**src/rtl/rr_arb_rsp_router_pkg.sv**
```systemverilog
// ---------------------------------------------------------------------------
// rr_arb_rsp_router_pkg
// Shared helpers for the round-robin arbiter response router slice.
// The only item here is the index-width helper. The router and any future
// arbiter-side blocks use it to size the requester index the same way.
// Ports: none (package).
// ---------------------------------------------------------------------------
package rr_arb_rsp_router_pkg;

   // A single requester still needs a one-bit index so the ID FIFO never
   // collapses to zero width.
   function automatic int unsigned idx_width(input int unsigned num_in);
      return (num_in > 1) ? $clog2(num_in) : 1;
   endfunction

endpackage

```
**src/rtl/rr_arb_id_fifo.sv**
```systemverilog
// ---------------------------------------------------------------------------
// rr_arb_id_fifo
// In-order ID FIFO. It records which requester won each accepted request, so
// that the in-order slave responses can be steered back to their owner.
// The depth does not have to be a power of two; both pointers wrap explicitly.
//
// Ports:
//   clk_i    clock, all state on the rising edge
//   rst_ni   asynchronous active-low reset
//   flush    synchronous clear of pointers and count (wins over push/pop)
//   push     write data_in at the write pointer (ignored when full)
//   pop      advance the read pointer (ignored when empty)
//   data_in  ID to store
//   data_out ID at the read pointer (head)
//   full     count == Depth
//   empty    count == 0
//   usage    current occupancy
// ---------------------------------------------------------------------------
module rr_arb_id_fifo #(
   parameter int unsigned Depth = 4,
   parameter int unsigned Width = 2,
   localparam int unsigned PtrWidth = (Depth > 1) ? $clog2(Depth) : 1,
   localparam int unsigned CntWidth = $clog2(Depth + 1)
) (
   input  logic                clk_i,
   input  logic                rst_ni,
   input  logic                flush,
   input  logic                push,
   input  logic                pop,
   input  logic [Width-1:0]    data_in,
   output logic [Width-1:0]    data_out,
   output logic                full,
   output logic                empty,
   output logic [CntWidth-1:0] usage
);

   logic [Width-1:0]    mem_q [Depth];
   logic [PtrWidth-1:0] wr_ptr_q;
   logic [PtrWidth-1:0] rd_ptr_q;
   logic [CntWidth-1:0] count_q;
   logic                do_push;
   logic                do_pop;

   // Pointer wrap for a depth that is not necessarily a power of two.
   function automatic logic [PtrWidth-1:0] next_ptr(input logic [PtrWidth-1:0] ptr);
      return (ptr == PtrWidth'(Depth - 1)) ? '0 : ptr + 1'b1;
   endfunction

   // Status comes from the registered count only. This keeps full/empty free
   // of any combinational path back from push or pop.
   assign full     = (count_q == CntWidth'(Depth));
   assign empty    = (count_q == '0);
   assign usage    = count_q;
   assign data_out = mem_q[rd_ptr_q];

   // Self-protect against overflow and underflow, even though the router
   // already gates push with full and pop with empty.
   assign do_push = push & ~full;
   assign do_pop  = pop & ~empty;

   // Pointer and occupancy bookkeeping. Flush discards everything and takes
   // priority over a push or pop in the same cycle. A simultaneous push and
   // pop moves both pointers and leaves the count as it is.
   always_ff @(posedge clk_i or negedge rst_ni) begin
      if (!rst_ni) begin
         wr_ptr_q <= '0;
         rd_ptr_q <= '0;
         count_q  <= '0;
      end else if (flush) begin
         wr_ptr_q <= '0;
         rd_ptr_q <= '0;
         count_q  <= '0;
      end else begin
         if (do_push) begin
            wr_ptr_q <= next_ptr(wr_ptr_q);
         end
         if (do_pop) begin
            rd_ptr_q <= next_ptr(rd_ptr_q);
         end
         case ({do_push, do_pop})
            2'b10:   count_q <= count_q + 1'b1;
            2'b01:   count_q <= count_q - 1'b1;
            default: count_q <= count_q;
         endcase
      end
   end

   // Storage has no reset. An entry is only read after it has been written,
   // because empty masks the head until a push lands.
   always_ff @(posedge clk_i) begin
      if (do_push && !flush) begin
         mem_q[wr_ptr_q] <= data_in;
      end
   end

endmodule

```
**src/rtl/rr_arb_rsp_router.sv**
```systemverilog
// ---------------------------------------------------------------------------
// rr_arb_rsp_router
// Sits right after the round-robin arbitration tree. It forwards the
// arbitrated request to a single slave without adding latency, and it
// remembers the winner index of every accepted request. It then steers the
// in-order slave responses back to the requester that owns them. When
// MaxTxns transactions are outstanding, it holds off the arbiter.
//
// Ports:
//   clk_i / rst_ni     clock, asynchronous active-low reset
//   flush_i            clear all outstanding IDs (no response may be in flight)
//   arb_req_i          arbitrated request
//   arb_idx_i          winning requester index
//   arb_data_i         arbitrated payload
//   arb_gnt_o          grant back to the arbiter
//   slv_req_o          request to slave
//   slv_data_o         payload to slave
//   slv_gnt_i          slave grant
//   rsp_valid_i        slave response valid
//   rsp_data_i         slave response payload
//   rsp_ready_o        response accepted by the addressed requester
//   mst_rsp_valid_o    per-requester response valid (onehot0)
//   mst_rsp_data_o     response payload broadcast to all requesters
//   mst_rsp_ready_i    per-requester response ready
//   outstanding_o      number of IDs currently held
// ---------------------------------------------------------------------------
module rr_arb_rsp_router
   import rr_arb_rsp_router_pkg::*;
#(
   parameter int unsigned NumIn    = 4,
   parameter int unsigned MaxTxns  = 4,
   parameter int unsigned ReqWidth = 32,
   parameter int unsigned RspWidth = 32,
   localparam int unsigned IdxWidth = idx_width(NumIn),
   localparam int unsigned CntWidth = $clog2(MaxTxns + 1)
) (
   input  logic                clk_i,
   input  logic                rst_ni,
   input  logic                flush_i,
   input  logic                arb_req_i,
   input  logic [IdxWidth-1:0] arb_idx_i,
   input  logic [ReqWidth-1:0] arb_data_i,
   output logic                arb_gnt_o,
   output logic                slv_req_o,
   output logic [ReqWidth-1:0] slv_data_o,
   input  logic                slv_gnt_i,
   input  logic                rsp_valid_i,
   input  logic [RspWidth-1:0] rsp_data_i,
   output logic                rsp_ready_o,
   output logic [NumIn-1:0]    mst_rsp_valid_o,
   output logic [RspWidth-1:0] mst_rsp_data_o,
   input  logic [NumIn-1:0]    mst_rsp_ready_i,
   output logic [CntWidth-1:0] outstanding_o
);

   logic                fifo_full;
   logic                fifo_empty;
   logic                fifo_push;
   logic                fifo_pop;
   logic [IdxWidth-1:0] head_idx;

   // The request path is gated only by the registered full flag. A pop in the
   // same cycle cannot free a slot for this cycle's push. That avoids a
   // combinational path from the response side into the grant.
   assign slv_req_o  = arb_req_i & ~fifo_full;
   assign arb_gnt_o  = slv_gnt_i & ~fifo_full;
   assign slv_data_o = arb_data_i;
   assign fifo_push  = arb_req_i & arb_gnt_o;

   // A response belongs to the oldest outstanding ID. While the FIFO is empty,
   // nothing is routed or accepted. This includes the cycle in which the
   // first ID is being pushed.
   assign rsp_ready_o    = ~fifo_empty & mst_rsp_ready_i[head_idx];
   assign fifo_pop       = rsp_valid_i & rsp_ready_o;
   assign mst_rsp_data_o = rsp_data_i;

   // Demultiplex the response valid to the head owner only.
   always_comb begin
      mst_rsp_valid_o = '0;
      if (rsp_valid_i && !fifo_empty) begin
         mst_rsp_valid_o[head_idx] = 1'b1;
      end
   end

   rr_arb_id_fifo #(
      .Depth (MaxTxns),
      .Width (IdxWidth)
   ) u_id_fifo (
      .clk_i    (clk_i),
      .rst_ni   (rst_ni),
      .flush    (flush_i),
      .push     (fifo_push),
      .pop      (fifo_pop),
      .data_in  (arb_idx_i),
      .data_out (head_idx),
      .full     (fifo_full),
      .empty    (fifo_empty),
      .usage    (outstanding_o)
   );

`ifndef SYNTHESIS
   logic req_wait_q;

   // Remembers that the arbiter was left waiting last cycle. Once raised, the
   // request must not be withdrawn before it is granted.
   always_ff @(posedge clk_i or negedge rst_ni) begin
      if (!rst_ni) begin
         req_wait_q <= 1'b0;
      end else begin
         req_wait_q <= arb_req_i & ~arb_gnt_o & ~flush_i;
      end
   end

   // Protocol and structural checks, simulation only.
   always @(posedge clk_i) begin
      if (rst_ni) begin
         assert ($onehot0(mst_rsp_valid_o));
         assert (outstanding_o <= CntWidth'(MaxTxns));
         assert (!(fifo_push && fifo_full));
         assert (!(rsp_valid_i && fifo_empty));
         assert (!req_wait_q || arb_req_i);
      end
   end
`endif

endmodule

```
**config.mk**
```make
export PLATFORM = sky130hd
export DESIGN_NAME = rr_arb_rsp_router
export DESIGN_NICKNAME = d
export VERILOG_FILES = /design/src/rtl/rr_arb_rsp_router_pkg.sv /design/src/rtl/rr_arb_id_fifo.sv /design/src/rtl/rr_arb_rsp_router.sv
export SDC_FILE = /design/constraint.sdc
export NUM_CORES = 1
export LEC_CHECK = 0
export BUFFER_PORTS_ARGS = -buffer_cell sky130_fd_sc_hd__buf_2
export CORE_ASPECT_RATIO = 0.7
export CORE_MARGIN = 1
export CORE_UTILIZATION = 25
export CTS_CLUSTER_DIAMETER = 30
export CTS_CLUSTER_SIZE = 24
export DETAILED_ROUTE_END_ITERATION = 12
export PLACE_DENSITY_LB_ADDON = 0.15
export SYNTH_ARGS = -nofsm -noshare
export SYNTH_HDL_FRONTEND = slang
export SYNTH_SLANG_ARGS = --single-unit
```
**constraint.sdc**
```tcl
create_clock -name clk_i -period 3.81 [get_ports clk_i]
set_input_delay 0.762 -clock clk_i [delete_from_list [all_inputs] [get_ports clk_i]]
set_output_delay 0.762 -clock clk_i [all_outputs]
set_load 0.02 [all_outputs]
```
After elaboration in Yosys (flattened, before gate mapping)
Memories as Yosys holds them, arrays and structs flattened.
Index checks and enable logic that the tools add are counted.
{"block": "totals", "register_bits": 7, "ramBits": 8, "inputBits": 76, "output_inout_bits": 74, "elab_cells": 48, "n_memories": 1}
{"memory": "u_id_fifo.mem_q", "words": 4, "word_bits": 2, "rd": 1, "rd_ports_with_merged_regs": 0, "write_ports": 1, "line_no": "rr_arb_id_fifo.sv:37", "text": "logic [Width-1:0] mem_q [Depth];"}
{"block": "op_classes", "n_addsub": 4, "order_cmp": 2, "n_eq_ne": 5, "mux": 15, "n_bitwise": 9, "n_reduce_logical": 9}
{"op": "2-bit two-way mux", "count": 6}
{"op": "1-bit AND", "count": 7}
{"op": "2-bit equality test, second input constant", "count": 3}
{"op": "3-bit one-hot mux with 2 select lines", "count": 1}
{"op": "2-bit by 1-bit adder with 2-bit output, second input constant", "count": 2}
{"op": "1-bit two-way mux", "count": 4}
{"op": "4-bit two-way mux", "count": 1}
{"op": "2-bit nonzero test", "count": 2}
{"op": "3-bit by 1-bit adder with 3-bit output, second input constant", "count": 1}
{"op": "3-bit equality test, second input constant", "count": 1}
{"op": "1-bit logical AND", "count": 3}
{"op": "3-bit zero test", "count": 1}
{"op": "2-bit by 3-bit less-than comparator with 1-bit output, second input constant", "count": 1}
{"op": "3-bit two-way mux", "count": 1}
{"op": "3-bit nonzero test", "count": 1}
{"op": "3-bit by 1-bit subtractor with 3-bit output, second input constant", "count": 1}
{"op": "1-bit binary-select mux with 2-bit select", "count": 1}
{"op": "1-bit demux with 2-bit select", "count": 1}
{"op": "2-bit by 1-bit equality test with 1-bit output, second input constant", "count": 1}
{"op": "2-bit by 1-bit greater-or-equal comparator with 1-bit output, second input constant", "count": 1}
{"op": "1-bit zero test", "count": 2}
{"op": "1-bit NOT", "count": 2}

Logic depth before layout (Yosys ltp)
Gate-level depths: netlist (run 1).
An unclocked memory read counts as a cell.
{"block": "depth", "ltp_word": 9, "depth_mapped": 9}

Modules after synthesis
Synthesis (run 1) repeated with hierarchy kept, for this count alone.
{"block": "unflattened", "hier_cells": 149, "area_unflattened_um2": 1426.4}
{"mod": "rr_arb_id_fifo", "n_inst": 1, "cells_each": 75, "area_each_um2": 848.3, "seq_area_each_um2": 415.4}
{"mod": "rr_arb_rsp_router", "n_inst": 1, "cells_each": 74, "area_each_um2": 578.1, "seq_area_each_um2": 0.0}

Worst setup path after synthesis (run 1)
Ideal clock, no wire load.
{"block": "synth_timing", "path_kind": "flip-flop to flip-flop", "from": "register u_id_fifo.rd_ptr_q[0]", "to": "register u_id_fifo.count_q[2], in the netlist u_id_fifo.usage[2]", "setup_time_ps": 128, "arrival_time_ps": 2446, "setup_slack_ps": 1237, "path_stages_with_launch": 10, "cell_sequence": "dfrtp_1 -> mux4_2 -> mux2i_1 -> mux2i_2 -> nand2_2 -> nor2_1 -> fa_1 -> and2_1 -> mux2i_1 -> mux2_1"}
{"block": "synth_between", "elab_chain_len": 9, "word_cells_on_any_way": 11}
{"item": "start, declared", "line_no": "rr_arb_id_fifo.sv:39", "text": "logic [PtrWidth-1:0] rd_ptr_q;"}
{"item": "start signal, assigned", "line_no": "rr_arb_id_fifo.sv:78", "text": "rd_ptr_q <= next_ptr(rd_ptr_q);"}
{"item": "memory 4 x 2 bit *"}
{"item": "1-bit binary-select mux with 2-bit select *", "line_no": "rr_arb_rsp_router.sv:73", "text": "assign rsp_ready_o = ~fifo_empty & mst_rsp_ready_i[head_idx];"}
{"item": "1-bit two-way mux (implied by the code) *", "line_no": "rr_arb_rsp_router.sv:73"}
{"item": "1-bit AND *", "line_no": "rr_arb_rsp_router.sv:73"}
{"item": "1-bit AND *", "line_no": "rr_arb_rsp_router.sv:74", "text": "assign fifo_pop = rsp_valid_i & rsp_ready_o;"}
{"item": "1-bit AND *", "line_no": "rr_arb_id_fifo.sv:59", "text": "assign do_pop = pop & ~empty;"}
{"item": "2-bit by 1-bit equality test with 1-bit output / 2-bit equality test (equally long branches)", "line_no": "rr_arb_id_fifo.sv:80", "text": "case ({do_push, do_pop})"}
{"item": "3-bit one-hot mux with 2 select lines", "line_no": "rr_arb_id_fifo.sv:80"}
{"item": "3-bit two-way mux", "line_no": "rr_arb_id_fifo.sv:69", "text": "end else if (flush) begin"}
{"item": "end signal, assigned", "line_no": "rr_arb_id_fifo.sv:81", "text": "2'b10: count_q <= count_q + 1'b1;"}
{"item": "end signal, assigned", "line_no": "rr_arb_id_fifo.sv:82", "text": "2'b01: count_q <= count_q - 1'b1;"}
{"item": "end signal, assigned", "line_no": "rr_arb_id_fifo.sv:83", "text": "default: count_q <= count_q;"}
{"item": "end, declared", "line_no": "rr_arb_id_fifo.sv:40", "text": "logic [CntWidth-1:0] count_q;"}
Mark *: on every way between the ends. The rest lies on a longest branch, timed or not. The select of a mux whose other input is x is not followed.
A chain may end at the register's enable or synchronous reset.

Final worst setup path (run 1)
{"block": "layout_timing", "from": "register u_id_fifo.rd_ptr_q[0]", "to": "output rsp_ready_o"}
{"block": "layout_between", "elab_chain_len": 4}
{"item": "memory 4 x 2 bit"}
{"item": "1-bit binary-select mux with 2-bit select", "line_no": "rr_arb_rsp_router.sv:73"}
{"item": "1-bit two-way mux (implied by the code)", "line_no": "rr_arb_rsp_router.sv:73"}
{"item": "1-bit AND", "line_no": "rr_arb_rsp_router.sv:73"}
{"item": "end, declared", "line_no": "rr_arb_rsp_router.sv:49", "text": "output logic rsp_ready_o,"}
No other way between the ends. The select of a mux whose other input is x is not followed.

==> results of run 1 <==
-- layout by cell type (no fill, tap or decap), types with 2 or more instances in the layout --
cell       n
buf_2     21
nor2_1    10
edfxtp_1   8
and2_1     7
dfrtp_1    7
mux2i_1    5
nor2b_1    4
ha_1       4
clkbuf_8   3
nand2_1    2
and3_1     2
mux4_2     2
inv_1      2
xor2_1     2
nand2b_1   2
-- per-layer routing --
layer  part of all wire (%)  GRT usage (%)
met2                     39           11.5
met3                     13           4.33
met5                      0              0
met1                     38           8.51
met4                    9.8           8.33
-- power by group --
part / internal, mW / switching (mW) / total (mW)
Sequential: 0.181 / 0.0136 / 0.194
Clock: 0.0723 / 0.0558 / 0.128
Combinational: 0.0470 / 0.0574 / 0.104
Total: 0.300 / 0.127 / 0.427
-- stage by stage --
stage | utilization, % | power (mW) | setup WS, ns | hold slack (ns)
final | 21.9 | 0.427 | 1.03 | 0.345
after CTS | 21.9 | 0.436 | 0.995 | 0.345
after global routing | 21.9 | 0.455 | 0.886 | 0.351
after floorplan | - | 0.369 | 1.24 | 0.466
after detailed placement | 21.0 | 0.305 | 1.07 | 0.589
after global placement | 21.0 | 0.303 | 1.13 | 0.574
-- area by class of cell --
type / instances / area, um2
clock inverter: 1 / 5.00
inverter: 2 / 7.51
sequential: 15 / 415
clock buffer: 3 / 41.3
multi-input combinational: 52 / 428
tap: 69 / 86.3
fill: 545 / 3880
timing repair buffer: 21 / 105
-- state kept, by name (all words and copies together) (netlist names) --
| register | cells |
|---|---|
| u_id_fifo.mem_q | 8 |
| u_id_fifo.usage | 3 |
| u_id_fifo.rd_ptr_q | 2 |
| u_id_fifo.wr_ptr_q | 2 |
-- cells by family (layout without fill, tap and decap cells) --
logic type                 count (synthesis)  after routing  share of synthesized area, %
adders and majority gates                  5              5                          5.23
muxes                                     10             10                          10.1
and+or+nand+nor                           33             33                          13.5
xor gates and xnor gates                   4              4                          3.18
DFF                                       15             15                          31.0
buffers and inverters                     68             27                          37.0
-- worst max-delay path: cells and delay by family (launching register included) --
kind | cells | cell delay, ns
buf+inv | 1 | 0.17
flops | 1 | 0.45
mux | 3 | 0.99
simple gates | 1 | 0.17
-- path summary, 6_finish.rpt --
kind / start / to / cells after the start
hold / removal: rst_ni / u_id_fifo.usage[0]$_DFFE_PN0P_ / 1
min in group clk_i: u_id_fifo.wr_ptr_q[1]$_DFFE_PN0P_ / u_id_fifo.wr_ptr_q[1]$_DFFE_PN0P_ / 2
setup / recovery: u_id_fifo.rd_ptr_q[0]$_DFFE_PN0P_ / rsp_ready_o / 5
hold reg to reg: u_id_fifo.wr_ptr_q[1]$_DFFE_PN0P_ / u_id_fifo.wr_ptr_q[1]$_DFFE_PN0P_ / 2
setup reg to reg: u_id_fifo.rd_ptr_q[0]$_DFFE_PN0P_ / u_id_fifo.usage[2]$_DFFE_PN0P_ / 9
max in group asynchronous: rst_ni / u_id_fifo.wr_ptr_q[0]$_DFFE_PN0P_ / 1
==> impl_metrics.ini, run 1 <==
[synth]
synth_commonest_cells = 64 x buf_4, 10 x nor2_1, 8 x edfxtp_1, 7 x and2_1, 7 x dfrtp_1
synth-edff-count = 8
yosysMostFrequentCell = buf_4
synth_area_per_cell_um2 = 9.92
post-synth-top-area-fraction_pct = 35.9
synth_flop_cell = edfxtp_1
ys_top_cells_by_area = buf_4 36%, edfxtp_1 18%, dfrtp_1 13%
seq_area_frac_synth_pct = 31.0
synth_cells = 135
syn_nets = 216
ys_async_sr_fraction_pct = 46.7
synth_area_leader_cell = buf_4
ys_types = 27
syn-cell-area_um2 = 1340
synth_seq_cells = 15
yosys_warnings = 0

[placement]
place_area_um2 = 1040
place_congestion = 0.639
portBuffers = 21
dp_hpwl_um = 1780
dp.cells = 159

[clock_network]
htree_levels = 1
cts_setup_buffers = 0
cts_buffer_depth = 2
cts_made_buffers = 3
clock_latency_ns = 0.25
root_buffer = clkbuf_8
cts_hold_buf = 0
cts_tree = yes
cts.clk_slew.worst_paths_ns = 0.06
post_cts_resized = 0
clock_sinks = 15

[hold_path]
hp-class = input port to asynchronous set/reset pin

[floorplan]
start_util_pct = 27.0
ios = 150
core_um2 = 4970
chipHeight_um = 63.2
dieArea_um2 = 5660
rows = 21
fp.dieW_um = 89.5

[job]
max_cap_viol_count = 0

[sta]
setup_viol = 0
worst_clock_skew_ns = 0.00540
finalSetupTns_ns = 0
fin_crit_sh_pct = 73.0
fmax_mhz = 359
finalMaxSlewViolations = 0
worst_pin_slew_ns = 0.344
rsz0062_at_grt = no
relSlewSlack_pct = 77.1
period_needed_ns = 2.78
hold_viol = 0

[route]
ant_nets = 0
vias_per_cell = 3.97
firstDrtPassIters = 4
routedWlPerCell_um = 13.2
drc = 0
vias = 647
drt_iter0_markers = 24
drt_wl_total_um = 2160

[global_routing]
grt_max_degree = 12
grt-ovfl-total = 0
antenna_found_initial = 0
grt_pass1_vias = 716
grt_pass1_wl_um = 3420
gr-usage-all-layers_pct = 8.25

[layout]
nets = 176
fin_area_um2 = 1090
final_cells = 163
area.growth.synth_to_final_pct = -18.7
drive_gt1_share_pct = 34.0
num_antenna_cells = 0

[power_and_ir_drop]
vdd_drop_max_mv = 0.125
cellLeakagePower_nw = 0.487
powerDensity_nw_per_um2 = 392

[worst_setup_path]
slowest_stage = mux4_2
cpPeakStageDelay_ns = 0.61
reg2reg_slack_ns = 1.10
start_kind = flop
path_class = flop to output port
crit_fanout = 6
crit_path_end_kind = output port
cp_data_arrival_time_ns = 2.02
cp_cell_sequence = mux4_2, mux2i_1, mux2i_2, nor2b_1, buf_2
cp.required_ns = 3.05

[status]
status = completed
No activity file was read; power rests on OpenSTA's default activity.
==> run 2, diff against run 1 <==
--- a/config.mk
+++ b/config.mk
@@ -5,6 +5,7 @@
 export SDC_FILE = /design/constraint.sdc
 export NUM_CORES = 1
 export LEC_CHECK = 0
+export ABC_AREA = 1
 export BUFFER_PORTS_ARGS = -buffer_cell sky130_fd_sc_hd__buf_2
 export CORE_ASPECT_RATIO = 0.7
 export CORE_MARGIN = 1
==> constraint.sdc (replaced) <==
create_clock -name clk_i -period 2.7 [get_ports clk_i]
set_input_delay 0.54 -clock clk_i [delete_from_list [all_inputs] [get_ports clk_i]]
set_output_delay 0.54 -clock clk_i [all_outputs]
set_load 0.02 [all_outputs]
==> impl_metrics.ini, run 2 <==
[status]
status = completed

[placement]
dp_hpwl_um = 2320
dp.cells = 206
place_congestion = 0.763
portBuffers = 21

[layout]
fill_cells = 607
nets = 220
largest_reg_flops = 8
drive_gt1_share_pct = 34.8
num_antenna_cells = 0
area.growth.synth_to_final_pct = -16.3
largest-register = u_id_fifo.mem_q
final_common_cell = nand2_1
mostFrequentLayoutCells = 24 x nand2_1, 21 x buf_2, 18 x inv_1
final_cells = 210

[floorplan]
core_um2 = 5450
chipHeight_um = 66.1
start_util_pct = 27.0
rows = 22
dieArea_um2 = 6190
ios = 150
fp.dieW_um = 93.6

[global_routing]
grt_pass1_wl_um = 4110
grt_use_met1_pct = 10.6
gr-usage-all-layers_pct = 8.65
grt_max_degree = 10
grt_busiest_layer = met2
grt-ovfl-total = 0
grtUsageMet3_pct = 4.83
grt_pass1_vias = 838
antenna_found_initial = 0
met2_usage_pct = 11.5

[power_and_ir_drop]
clock_power_share_pct = 29.9
p_seq_share_pct = 44.9
p_int_mw = 0.403
p_sw_mw = 0.180
p_sw_share_pct = 30.9
cellLeakagePower_nw = 0.589
p_comb_share_pct = 25.1
vdd_drop_max_mv = 0.170
power_mw = 0.583
powerDensity_nw_per_um2 = 474

[sta]
hold_slack_ns = 0.124
fmax_mhz = 465
finalMaxSlewViolations = 0
rsz0062_at_grt = no
relSlewSlack_pct = 80.4
finalSetupTns_ns = 0
worst_pin_slew_ns = 0.292
fin_crit_sh_pct = 79.7
setup_viol = 0
worst_clock_skew_ns = 0.00102
hold_viol = 0
period_needed_ns = 2.15

[synth]
synth_flop_cell = edfxtp_1
synth_seq_cells = 15
syn-cell-area_um2 = 1470
synth_area_leader_cell = buf_4
ys_types = 25
synth_commonest_cells = 64 x buf_4, 24 x nand2_1, 18 x inv_1, 10 x nor2_1, 8 x edfxtp_1
yosys_warnings = 0
seq_area_frac_synth_pct = 28.3
post-synth-top-area-fraction_pct = 32.7
ys_top_cells_by_area = buf_4 33%, edfxtp_1 16%, dfrtp_1 12%
synth_area_per_cell_um2 = 8.30
synth-edff-count = 8
synth_cells = 177
yosysMostFrequentCell = buf_4
ys_async_sr_fraction_pct = 46.7
syn_nets = 258

[worst_setup_path]
start_kind = flop
cp.required_ns = 2.16
cp_data_arrival_time_ns = 1.61
crit_path_end_kind = output port
path_class = flop to output port
crit_fanout = 7

[clock_network]
cts_tree = yes
cts_made_buffers = 3
root_buffer = clkbuf_8
htree_levels = 1
cts.clk_slew.worst_paths_ns = 0.06
cts_hold_buf = 0
clock_sinks = 15
cts_buffer_depth = 2
post_cts_resized = 0
cts_setup_buffers = 0
clock_latency_ns = 0.24

[route]
drt_wl_total_um = 2680
firstDrtPassIters = 3
vias_per_cell = 3.91
routedWlPerCell_um = 12.7
drc = 0
ant_nets = 0
drt_iter0_markers = 10
vias = 821

[job]
max_cap_viol_count = 0

[hold_path]
hp-class = input port to asynchronous set/reset pin
-- run 2: cell count changes after synthesis, sizes merged, moves of 3 or more --
cell	previous run	this run
o21ai	0	3
nand2	3	34
mux2i	6	0
nor2b	4	0
inv	2	23
nand3	1	11
and2	7	0
-- run 2: cell families after synthesis --
| kind of cell | after synthesis | synth area share [%] |
|---|---|---|
| buf+inv | 87 | 38.6 |
| fa+ha+maj | 5 | 4.77 |
| xor+xnor | 2 | 1.19 |
| simple gates | 61 | 24.2 |
| compound gates | 7 | 2.98 |
| flops | 15 | 28.3 |
-- run 2: layout make-up --
class | instances | area, um2 | area share (%)
timing repair buffer | 21 | 105 | 8.55
sequential | 15 | 415 | 33.8
clock inverter | 1 | 5.00 | 0.407
inverter | 23 | 86.3 | 7.02
clock buffer | 3 | 41.3 | 3.36
tap | 72 | 90.1 | 7.32
multi-input combinational | 75 | 487 | 39.6
-- run 2: power groups by stage --
| stage | logic (mW) | registers (mW) | clock network (mW) |
|---|---|---|---|
| 2_1_floorplan | 0.241 | 0.270 | 0 |
| 5_1_grt | 0.165 | 0.263 | 0.192 |
| 3_3_place_gp | 0.150 | 0.267 | 0 |
| 4_1_cts | 0.150 | 0.262 | 0.180 |
| 6_report | 0.147 | 0.262 | 0.175 |
| 3_5_place_dp | 0.149 | 0.267 | 0 |
-- run 2: critical path: stages, from the launching register on --
cell,delay [ns]
dfrtp_1,0.42
inv_2,0.14
nand2_2,0.08
nand3_4,0.08
nand2_4,0.07
nand2_1,0.07
nand2_2,0.06
nand2_4,0.08
nand2_1,0.06
a31oi_1,0.13
buf_2,0.18
-- run 2: through the flow --
step | setup WS [ns] | util (%) | instance area, um2
2_1_floorplan | 0.367 | - | 1470
3_3_place_gp | 0.605 | 21.7 | 1180
3_5_place_dp | 0.570 | 21.7 | 1180
4_1_cts | 0.529 | 22.6 | 1230
5_1_grt | 0.401 | 22.6 | 1230
6_report | 0.548 | 22.6 | 1230
-- run 2: worst paths after layout --
| kind | to | slack, ns | cells after the start | start |
|---|---|---|---|---|
| setup reg to reg | u_id_fifo.usage[2]$_DFFE_PN0P_ | 0.57 | 14 | u_id_fifo.usage[0]$_DFFE_PN0P_ |
| min in group clk_i | u_id_fifo.mem_q[2][0]$_DFFE_PP_ | 0.52 | 1 | arb_idx_i[0] |
| hold reg to reg | u_id_fifo.usage[1]$_DFFE_PN0P_ | 0.57 | 2 | u_id_fifo.usage[1]$_DFFE_PN0P_ |
| max in group asynchronous | u_id_fifo.rd_ptr_q[0]$_DFFE_PN0P_ | 2.42 | 1 | rst_ni |
| hold / removal | u_id_fifo.wr_ptr_q[0]$_DFFE_PN0P_ | 0.12 | 1 | rst_ni |
| setup / recovery | rsp_ready_o | 0.55 | 10 | u_id_fifo.rd_ptr_q[0]$_DFFE_PN0P_ |
-- run 2: layer usage --
| metal | wire (um) | part of all wire (%) |
|---|---|---|
| met3 | 352 | 13 |
| met4 | 157 | 5.9 |
| met1 | 1210 | 45 |
| met5 | 0 | 0 |
| met2 | 958 | 36 |
